[config.mk]
export PLATFORM = sky130hd
export DESIGN_NAME = frame_scheduler
export DESIGN_NICKNAME = d
export VERILOG_FILES = /design/src/rtl/frame_scheduler.sv
export SDC_FILE = /design/constraint.sdc
export NUM_CORES = 1
export LEC_CHECK = 0
export ABC_CLOCK_PERIOD_IN_PS = 2350
export CAP_MARGIN = 5
export CORE_ASPECT_RATIO = 0.5
export CORE_UTILIZATION = 49
export DETAILED_ROUTE_END_ITERATION = 8
export PLACE_DENSITY = 0.8
export RECOVER_POWER = 25
export SETUP_SLACK_MARGIN = 0.4
export SYNTH_ARGS = -nofsm -noshare
export SYNTH_HDL_FRONTEND = slang
export SYNTH_SLANG_ARGS = --single-unit
[constraint.sdc]
create_clock -name clk -period 2.35 [get_ports clk]
set_input_delay 0.235 -clock clk [delete_from_list [all_inputs] [get_ports clk]]
set_output_delay 0.235 -clock clk [all_outputs]
set_load 0.03 [all_outputs]
[src/rtl/frame_scheduler.sv]
// Frame sequencer: scene wait, clear, draw, drain, vsync-aligned buffer swap.
// Define FRAME_STATS_EN to build the frame_count/dropped_frames counters.
module frame_scheduler #(
  parameter int unsigned TIMEOUT_CYCLES = 2**22,
  parameter int unsigned CNT_W          = 16
) (
  input  logic             clk,
  input  logic             rst_n,
  input  logic             create_done,
  input  logic             vsync,
  input  logic             clear_done,
  input  logic             draw_done,
  input  logic             raster_idle,
  input  logic             err_clear,
  output logic             clear_start,
  output logic             draw_start,
  output logic             buf_swap,
  output logic             front_buf_sel,
  output logic [CNT_W-1:0] frame_count,
  output logic [CNT_W-1:0] dropped_frames,
  output logic             timeout_err,
  output logic             busy
);

  localparam int unsigned WD_W =
    (TIMEOUT_CYCLES > 2) ? $clog2(TIMEOUT_CYCLES) : 1;
  localparam logic [WD_W-1:0] WD_MAX = WD_W'(TIMEOUT_CYCLES - 1);

  typedef enum logic [2:0] {
    S_WAIT_SCENE,
    S_CLEAR,
    S_DRAW,
    S_DRAIN,
    S_WAIT_VSYNC,
    S_SWAP,
    S_ERROR
  } state_e;

  state_e          state_q, state_d;
  logic [1:0]      sync_q;
  logic            create_sync;
  logic [WD_W-1:0] wd_q;
  logic            clear_start_q;
  logic            draw_start_q;
  logic            buf_swap_q;
  logic            front_q;
  logic            timeout_q;
  logic            busy_q;
  logic            wd_hit;

  assign create_sync = sync_q[1];
  assign wd_hit      = (wd_q == WD_MAX);

  always_comb begin
    state_d = state_q;
    case (state_q)
      S_WAIT_SCENE: if (create_sync) state_d = S_CLEAR;
      // clear_done in the pulse cycle is stale and ignored
      S_CLEAR: if (clear_done && !clear_start_q) state_d = S_DRAW;
      S_DRAW: begin
        if (draw_done)   state_d = S_DRAIN;
        else if (wd_hit) state_d = S_ERROR;
      end
      S_DRAIN:      if (raster_idle) state_d = S_WAIT_VSYNC;
      S_WAIT_VSYNC: if (vsync) state_d = S_SWAP;
      S_SWAP:       state_d = create_sync ? S_CLEAR : S_WAIT_SCENE;
      S_ERROR:      if (err_clear) state_d = S_WAIT_SCENE;
      default:      state_d = S_WAIT_SCENE;
    endcase
  end

  always_ff @(posedge clk or negedge rst_n) begin
    if (!rst_n) begin
      state_q       <= S_WAIT_SCENE;
      sync_q        <= '0;
      wd_q          <= '0;
      clear_start_q <= 1'b0;
      draw_start_q  <= 1'b0;
      buf_swap_q    <= 1'b0;
      front_q       <= 1'b0;
      timeout_q     <= 1'b0;
      busy_q        <= 1'b0;
    end else begin
      sync_q        <= {sync_q[0], create_done};
      state_q       <= state_d;
      clear_start_q <= (state_d == S_CLEAR) && (state_q != S_CLEAR);
      draw_start_q  <= (state_d == S_DRAW) && (state_q != S_DRAW);
      buf_swap_q    <= (state_d == S_SWAP);
      busy_q        <= state_d inside
                       {S_CLEAR, S_DRAW, S_DRAIN, S_WAIT_VSYNC};
      if (state_d == S_SWAP) front_q <= ~front_q;
      if (state_q == S_DRAW) wd_q <= wd_q + WD_W'(1);
      else                   wd_q <= '0;
      if (state_q == S_DRAW && state_d == S_ERROR)
        timeout_q <= 1'b1;
      else if (state_q == S_ERROR && err_clear)
        timeout_q <= 1'b0;
    end
  end

  assign clear_start   = clear_start_q;
  assign draw_start    = draw_start_q;
  assign buf_swap      = buf_swap_q;
  assign front_buf_sel = front_q;
  assign timeout_err   = timeout_q;
  assign busy          = busy_q;

`ifdef FRAME_STATS_EN
  logic [CNT_W-1:0] frame_cnt_q;
  logic [CNT_W-1:0] drop_cnt_q;
  logic             drop_hit;

  assign drop_hit = vsync &&
    (state_q inside {S_CLEAR, S_DRAW, S_DRAIN});

  always_ff @(posedge clk or negedge rst_n) begin
    if (!rst_n) begin
      frame_cnt_q <= '0;
      drop_cnt_q  <= '0;
    end else begin
      if (state_d == S_SWAP)
        frame_cnt_q <= frame_cnt_q + CNT_W'(1);
      if (drop_hit && drop_cnt_q != '1)
        drop_cnt_q <= drop_cnt_q + CNT_W'(1);
    end
  end

  assign frame_count    = frame_cnt_q;
  assign dropped_frames = drop_cnt_q;
`else
  assign frame_count    = '0;
  assign dropped_frames = '0;
`endif

endmodule

* Word-level counts from Yosys, hierarchy flattened *
Cells that the tools add are included.

storage, ports and cells
  logic and storage cells = 47
  bits in registers = 33
  output and inout bits = 38

cells by class
  mux-type cells = 12
  reductions and logical operators = 9
  add/subtract/negate cells = 1
  eq/ne operators = 15
  bitwise gates (word level) = 1

operator list
  kind                   number
  $add 22x1->22 const B  1
  $eq 22x22->1 const B   1
  $mux 22                1
  $mux 3                 7
  $pmux 3 s7             1
  $eq 3x3->1 const B     6
  $eq 3x2->1 const B     4
  $eq 3x1->1 const B     2
  $logic_and 1x1->1      5
  $reduce_bool 4->1      1
  $logic_not 3->1        1
  $mux 1                 3
  $ne 3x1->1 const B     1
  $ne 3x2->1 const B     1
  $reduce_bool 2->1      1
  $logic_not 1->1        1
  $not 1->1              1

* Logic depth before layout (Yosys ltp) *
Gate-level depths: netlist of the first run.

  depth in word-level cells = 7
  depth in mapped cells = 6

* Worst setup path before layout of the first run *
OpenSTA, ideal clock, no wires.

  path kind = register -> register
  start = register wd_q[0]
  end = register wd_q[20]
  buffers on the path = 1
  cell stages (with the launch flop) = 7
  setup slack = 600 ps
  arrival time = 1672 ps
  period minus slack after synthesis = 1750 ps
  library setup time = 78 ps
  cell sequence = dfrtp_1 > ha_1 > nand3_1 > nand2b_1 > buf_2 > or4_1 > a21oi_1

between the ends
  longest elaborated chain between the ends = 2

ends and longest elaborated chain
  element                   line  source
  start: declaration        42    logic [WD_W-1:0] wd_q;
  start signal: assignment  92    if (state_q == S_DRAW) wd_q <= wd_q + WD_W'(1);
  $add 22x1->22             92
  $mux 22                   92

Every way passes these cells.
A chain may end at the register's enable or synchronous reset.

* Final worst setup path of the first run *
  start = register state_q[1]
  end = register busy_q (netlist: busy)

between the ends
  longest elaborated chain between the ends = 5

ends and longest elaborated chain
  element                             line  source
  start: declaration                  39    state_e state_q, state_d;
  start signal: assignment            85    state_q <= state_d;
  $mux 3                              62    else if (wd_hit) state_d = S_ERROR;
  $mux 3                              61    if (draw_done) state_d = S_DRAIN;
  $pmux 3 s7 (*)                      56    case (state_q)
  $eq 3x1->1 (tied with other cells)  89    busy_q <= state_d inside
  $reduce_bool 4->1 (*)               89
  end signal: assignment              89
  end: declaration                    48    logic busy_q;

Every way passes the cells marked *; elsewhere a longest branch is shown, timed or not.

==> results of run 1 <==
## Yosys cell counts (2+ instances only)
| cell | number | share of area, % |
|---|---|---|
| a21o_1 | 2 | 0.81 |
| a21oi_1 | 11 | 3.0 |
| and3_1 | 4 | 1.4 |
| and4_1 | 3 | 1.4 |
| buf_4 | 33 | 13 |
| clkbuf_1 | 3 | 0.61 |
| dfrtp_1 | 33 | 45 |
| inv_1 | 2 | 0.41 |
| nand2_1 | 7 | 1.4 |
| nand2b_1 | 3 | 1.0 |
| nand3_1 | 9 | 2.4 |
| nand4_1 | 5 | 1.7 |
| nor2_1 | 15 | 3.0 |
| nor2b_1 | 2 | 0.68 |
| nor3_1 | 4 | 1.1 |
| nor4bb_1 | 2 | 1.1 |
| o21ai_0 | 8 | 2.2 |
| o31ai_1 | 2 | 0.81 |
| or2_2 | 2 | 0.68 |
| or3_1 | 6 | 2.0 |
| or4_1 | 2 | 0.81 |
| xnor2_1 | 5 | 2.4 |
| xor2_1 | 7 | 3.3 |
## power groups by stage
| stage | sequential (mW) | clock [mW] | combinational, mW |
|---|---|---|---|
| floorplan | 0.758 | 0 | 0.381 |
| global placement | 0.733 | 0 | 0.502 |
| detailed placement | 0.739 | 0 | 0.506 |
| CTS | 0.729 | 0.550 | 0.508 |
| global route | 0.747 | 0.568 | 0.551 |
| finish | 0.733 | 0.538 | 0.507 |
## worst paths after layout
kind / from / endpoint / slack [ns] / cells after the start
worst max-delay path: state_q[1] / busy / 0.45 / 4
worst min-delay path: sync_q[0] / sync_q[1] / 0.36 / 0
worst max register to register: state_q[1] / busy / 0.45 / 4
min in group asynchronous: rst_n / wd_q[5] / 0.42 / 2
worst min register to register: sync_q[0] / sync_q[1] / 0.36 / 0
max in group asynchronous: rst_n / state_q[2] / 1.60 / 2
## kinds of logic after synthesis
family	synth area share [%]
AO/OA/AOI/OAI	9.53
XOR/XNOR	5.68
adder cells (fa/ha/maj)	0.676
buffers and inverters	14.7
flip-flops	44.6
multiplexers	0.608
other	0.203
AND/OR/NAND/NOR	24.0
## routing by layer
layer	up-vias	GRT usage [%]	share of wire, %
li1	637	-	-
met1	641	23.1	46
met2	59	28.6	46
met3	8	6.70	5.6
met4	0	9.35	1.9
met5	-	0	0
## metrics by stage
step                      power, mW  std cells  setup WS (ns)  utilization [%]  cell area (µm²)
after floorplan                1.14        220          0.600                -             1970
after global placement         1.23        249          0.409             54.2             1910
after detailed placement       1.25        249          0.375             54.2             1910
after CTS                      1.79        257          0.407             57.5             2030
after global routing           1.87        257          0.371             57.7             2040
final                          1.78        257          0.446             57.7             2040
## state kept, by name (all words and copies together) (netlist names)
signal,cells
draw_start,1
buf_swap,1
sync_q,2
busy,1
front_buf_sel,1
timeout_err,1
wd_q,22
state_q,3
clear_start,1
## worst reg2reg max path, cell delays in order (launching register included)
cell and delay [ns]:
dfrtp_1 0.50, or3b_1 0.40, or3b_2 0.49, nor4_4 0.24, o32ai_1 0.15
## area by class of cell
| class | count | area (µm²) | area share [%] |
|---|---|---|---|
| Clock buffer | 5 | 68.8 | 3.38 |
| Clock inverter | 3 | 46.3 | 2.27 |
| Inverter | 2 | 7.51 | 0.369 |
| Multi-Input combinational cell | 148 | 877 | 43.1 |
| Sequential cell | 33 | 827 | 40.6 |
| Tap cell | 51 | 63.8 | 3.13 |
| Timing Repair Buffer | 15 | 145 | 7.13 |
==> results.sh, run 1 <==
export IMPL_comb_power_share_pct=28.5
export IMPL_crit_buf_inv=0
export IMPL_wl_per_cell_um=12.3
export IMPL_placementRows=15
export IMPL_via_per_inst=5.23
export IMPL_ys_types=42
export IMPL_outcome="finished clean"
export IMPL_hpwl_mm=2.15
export IMPL_slew_violations=0
export IMPL_insertion_delay_ns=0.29
export IMPL_synth_area_mm2=0.00185
export IMPL_fin_crit_sh_pct=81.0
export IMPL_area_growth_pct=10.0
export IMPL_critPathTopFamily="simple AND/OR/NAND/NOR gates"
export IMPL_dieWidth_um=88.9
export IMPL_io_pins=46
export IMPL_arrival_ns=2.07
export IMPL_cts_root_buf="clkbuf_8"
export IMPL_peakVddDrop_v=0.000552
export IMPL_yosysSeqAreaShare_pct=44.6
export IMPL_cts_buffer_depth=2
export IMPL_place_congestion=0.840
export IMPL_pwr_share_seq_pct=41.2
export IMPL_drtAntennaViolNets=0
export IMPL_nets=214
export IMPL_yosys_warnings=0
export IMPL_finClkSkew_ns=0.00586
export IMPL_maxCapViolations=0
export IMPL_drt_iter0_drc=64
export IMPL_max_stage_delay_ns=0.50
export IMPL_p_per_area_mw_per_mm2=873
export IMPL_die_area_mm2=0.00404
export IMPL_async_reset_ff_share_pct=100
export IMPL_start_kind="flop"
export IMPL_overflow=0
export IMPL_n_antenna_cell=0
export IMPL_tns_ns=0
export IMPL_initial_utilization_pct=52.4
export IMPL_syn_avg_cell_area_um2=9.79
export IMPL_clkSlewWorstSetupHoldPaths_ns=0.07
export IMPL_final_cell_mix="conb_1, dfrtp_1, nor2_1"
export IMPL_grt_pass1_wl_mm=5.35
export IMPL_drtPass1Iterations=4
export IMPL_leakagePower_nw=0.901
export IMPL_cp_end_kind="flop"
export IMPL_cts_hold_buf=0
export IMPL_clock_sinks=33
export IMPL_intPower_mw=1.16
export IMPL_port_buffers=13
export IMPL_fill_cells=298
export IMPL_cpMaxStageDelayCell="dfrtp_1"
export IMPL_ctsResizeCount=1
export IMPL_cts_setup_buffers=0
export IMPL_ctsHtreeMaxLevel=2
export IMPL_power_frac_clock_pct=30.3
export IMPL_wirelength_mm=3.17
export IMPL_layout_drive_gt1_share_pct=9.71
export IMPL_die_h_um=45.5
export IMPL_rsz0062_at_grt="yes"
export IMPL_worstSetupPathType="reg2reg"
export IMPL_cp_cell_sequence="or3b_1 > or3b_2 > nor4_4 > o32ai_1"
export IMPL_first_global_vias=1185
export IMPL_grt_usage_pct=18.4
export IMPL_worstPathRequired_ns=2.52
export IMPL_remaining_drc_errors=0
export IMPL_numCtsBuffers=5
export IMPL_setup_violations=0
export IMPL_grt_max_degree=34
export IMPL_timing_fmax_mhz=525
export IMPL_synth_edf_count=0
export IMPL_cts_tree="built"
export IMPL_vias=1345
export IMPL_antenna_found_initial=0
export IMPL_swShare_pct=35.0
export IMPL_crit_fanout=10
export IMPL_hold_path_class="reg2reg"
export IMPL_p_switching_mw=0.622
export IMPL_synthCells=189
export IMPL_synth_seq_cells=33
export IMPL_hold_ws_ns=0.355
export IMPL_core_area_mm2=0.00353
export IMPL_synth_ff_type="dfrtp_1"
export IMPL_fin_crit_ns=1.90
export IMPL_finalHoldViolCount=0
Power figures use the tool's default switching activity.
==> inputs of run 2 (changes only) <==
--- a/config.mk
+++ b/config.mk
@@ -5,7 +5,7 @@
 export SDC_FILE = /design/constraint.sdc
 export NUM_CORES = 1
 export LEC_CHECK = 0
-export ABC_CLOCK_PERIOD_IN_PS = 2350
+export ABC_CLOCK_PERIOD_IN_PS = 1900
 export CAP_MARGIN = 5
 export CORE_ASPECT_RATIO = 0.5
 export CORE_UTILIZATION = 49
==> constraint.sdc (replaced) <==
create_clock -name clk -period 1.9 [get_ports clk]
set_input_delay 0.19 -clock clk [delete_from_list [all_inputs] [get_ports clk]]
set_output_delay 0.19 -clock clk [all_outputs]
set_load 0.03 [all_outputs]
==> results.sh, run 2 (same netlist as run 1, synthesis figures left out) <==
export IMPL_rsz0062_at_grt="yes"
export IMPL_relSlewSlack_pct=45.7
export IMPL_dpl_worst_slack_ns=0.0447
export IMPL_grt_usage_pct=22.3
export IMPL_grt_use_met2_pct=38.2
export IMPL_multi_input_area_mm2=0.00100
export IMPL_maxCapViolations=0
export IMPL_grt_busiest_layer="met2"
export IMPL_first_global_vias=1403
export IMPL_die_h_um=45.5
export IMPL_setup_violations=0
export IMPL_area_growth_pct=30.6
export IMPL_cts_tree="built"
export IMPL_placementRows=15
export IMPL_cts_buffer_depth=2
export IMPL_final_util_pct=68.5
export IMPL_wirelength_mm=4.72
export IMPL_final_cell_mix="buf_4, conb_1, dfrtp_1"
export IMPL_drtAntennaViolNets=0
export IMPL_clkSlewWorstSetupHoldPaths_ns=0.08
export IMPL_final_common_cell="buf_4"
export IMPL_slew_violations=0
export IMPL_place_congestion=0.817
export IMPL_die_area_mm2=0.00404
export IMPL_fill_cells=249
export IMPL_clock_sinks=33
export IMPL_tns_ns=0
export IMPL_arrival_ns=1.91
export IMPL_drt_iter0_drc=180
export IMPL_outcome="finished clean"
export IMPL_timing_fmax_mhz=587
export IMPL_p_per_area_mw_per_mm2=932
export IMPL_hold_ws_ns=0.357
export IMPL_hold_path_class="reg2reg"
export IMPL_wl_per_cell_um=16.2
export IMPL_hpwl_mm=2.42
export IMPL_io_pins=46
export IMPL_numCtsBuffers=5
export IMPL_antenna_found_initial=0
export IMPL_fin_crit_sh_pct=89.6
export IMPL_worstSetupPathType="reg2reg"
export IMPL_insertion_delay_ns=0.29
export IMPL_leakagePower_nw=1.14
export IMPL_port_buffers=13
export IMPL_crit_fanout=5
export IMPL_nets=249
export IMPL_finClkSkew_ns=0.0116
export IMPL_cp_end_kind="flop"
export IMPL_finalHoldViolCount=0
export IMPL_largest_register_ffs=22
export IMPL_n_antenna_cell=0
export IMPL_p_total_mw=2.25
export IMPL_dieWidth_um=88.9
export IMPL_core_area_mm2=0.00353
export IMPL_largest_register="wd_q"
export IMPL_cts_hold_buf=0
export IMPL_vias=1606
export IMPL_layout_drive_gt1_share_pct=32.4
export IMPL_placedCellCount=253
export IMPL_fin_crit_ns=1.70
export IMPL_met3_usage_pct=5.98
export IMPL_overflow=0
export IMPL_tightest_slew_ns=0.814
export IMPL_remaining_drc_errors=0
export IMPL_via_per_inst=5.50
export IMPL_grt_pass1_wl_mm=6.61
export IMPL_initial_utilization_pct=52.4
export IMPL_dpl_cell_area_mm2=0.00198
export IMPL_grt_use_met1_pct=27.2
export IMPL_drtPass1Iterations=4
export IMPL_peakVddDrop_v=0.000635
export IMPL_seqCellArea_um2=832
export IMPL_ctsHtreeMaxLevel=2
export IMPL_cts_root_buf="clkbuf_8"
export IMPL_worstPathRequired_ns=2.11
export IMPL_biggestRegsByFlops="wd_q: 22 flops, state_q: 3 flops, sync_q: 2 flops"
export IMPL_layoutNonFillerInstCount=292
export IMPL_start_kind="flop"
export IMPL_final_cell_area_mm2=0.00242
export IMPL_setup_ws_ns=0.197
export IMPL_grt_max_degree=34
[run 2: cell count changes in the layout (fill, tap and decap cells not counted), moves of 3 or more]
cell and delta:
dlymetal6s2s_1 +3, clkdlybuf4s50_1 -5, dfrtp_2 +4, and4_1 -3, and4_4 +4, a21oi_1 -5
dfrtp_1 -4, buf_4 +32, a21oi_2 +5
[run 2: repair_timing]
| action | 4_1_cts | 5_1_grt |
|---|---|---|
| resized for setup | 14 | 19 |
| buffers inserted | 20 | 11 |
| pin swaps | 12 | 7 |
| endpoints found under the setup margin | 12 | 16 |
[run 2: area by class of cell]
| cell class | count | area share (%) |
|---|---|---|
| repair buffers | 50 | 17.7 |
| multi-input cells | 148 | 41.4 |
| clock buffers | 5 | 2.85 |
| flip-flops and latches | 33 | 34.4 |
| inverters | 2 | 0.311 |
| clock inverters | 3 | 0.725 |
| well taps | 51 | 2.64 |
[run 2: report_power, final]
part / internal [mW] / switching, mW / total, mW
registers: 0.792 / 0.0651 / 0.857
clock network: 0.253 / 0.276 / 0.529
logic: 0.338 / 0.527 / 0.865
[run 2: worst paths after layout]
| kind | startpoint | to | depth (start not counted) | slack [ns] |
|---|---|---|---|---|
| hold reg to reg | sync_q[0] | sync_q[1] | 0 | 0.36 |
| setup / recovery | wd_q[10] | wd_q[21] | 4 | 0.20 |
| max in group asynchronous | rst_n | wd_q[0] | 2 | 0.80 |
| setup reg to reg | wd_q[10] | wd_q[21] | 4 | 0.20 |
| min in group asynchronous | rst_n | wd_q[7] | 2 | 0.52 |
| hold / removal | sync_q[0] | sync_q[1] | 0 | 0.36 |
[run 2: critical path, cell delays in order, from the launching register on]
cell and delay (ns):
dfrtp_1 0.41, nand4_1 0.16, or4_4 0.58, or3_1 0.34, a21oi_1 0.13
[run 2: layer usage]
layer  routed length [µm]  vias up
met1                 1820      778
met2                 2420      105
met4                  137        0
met3                  343       20
met5                    0        -
li1                     -      703
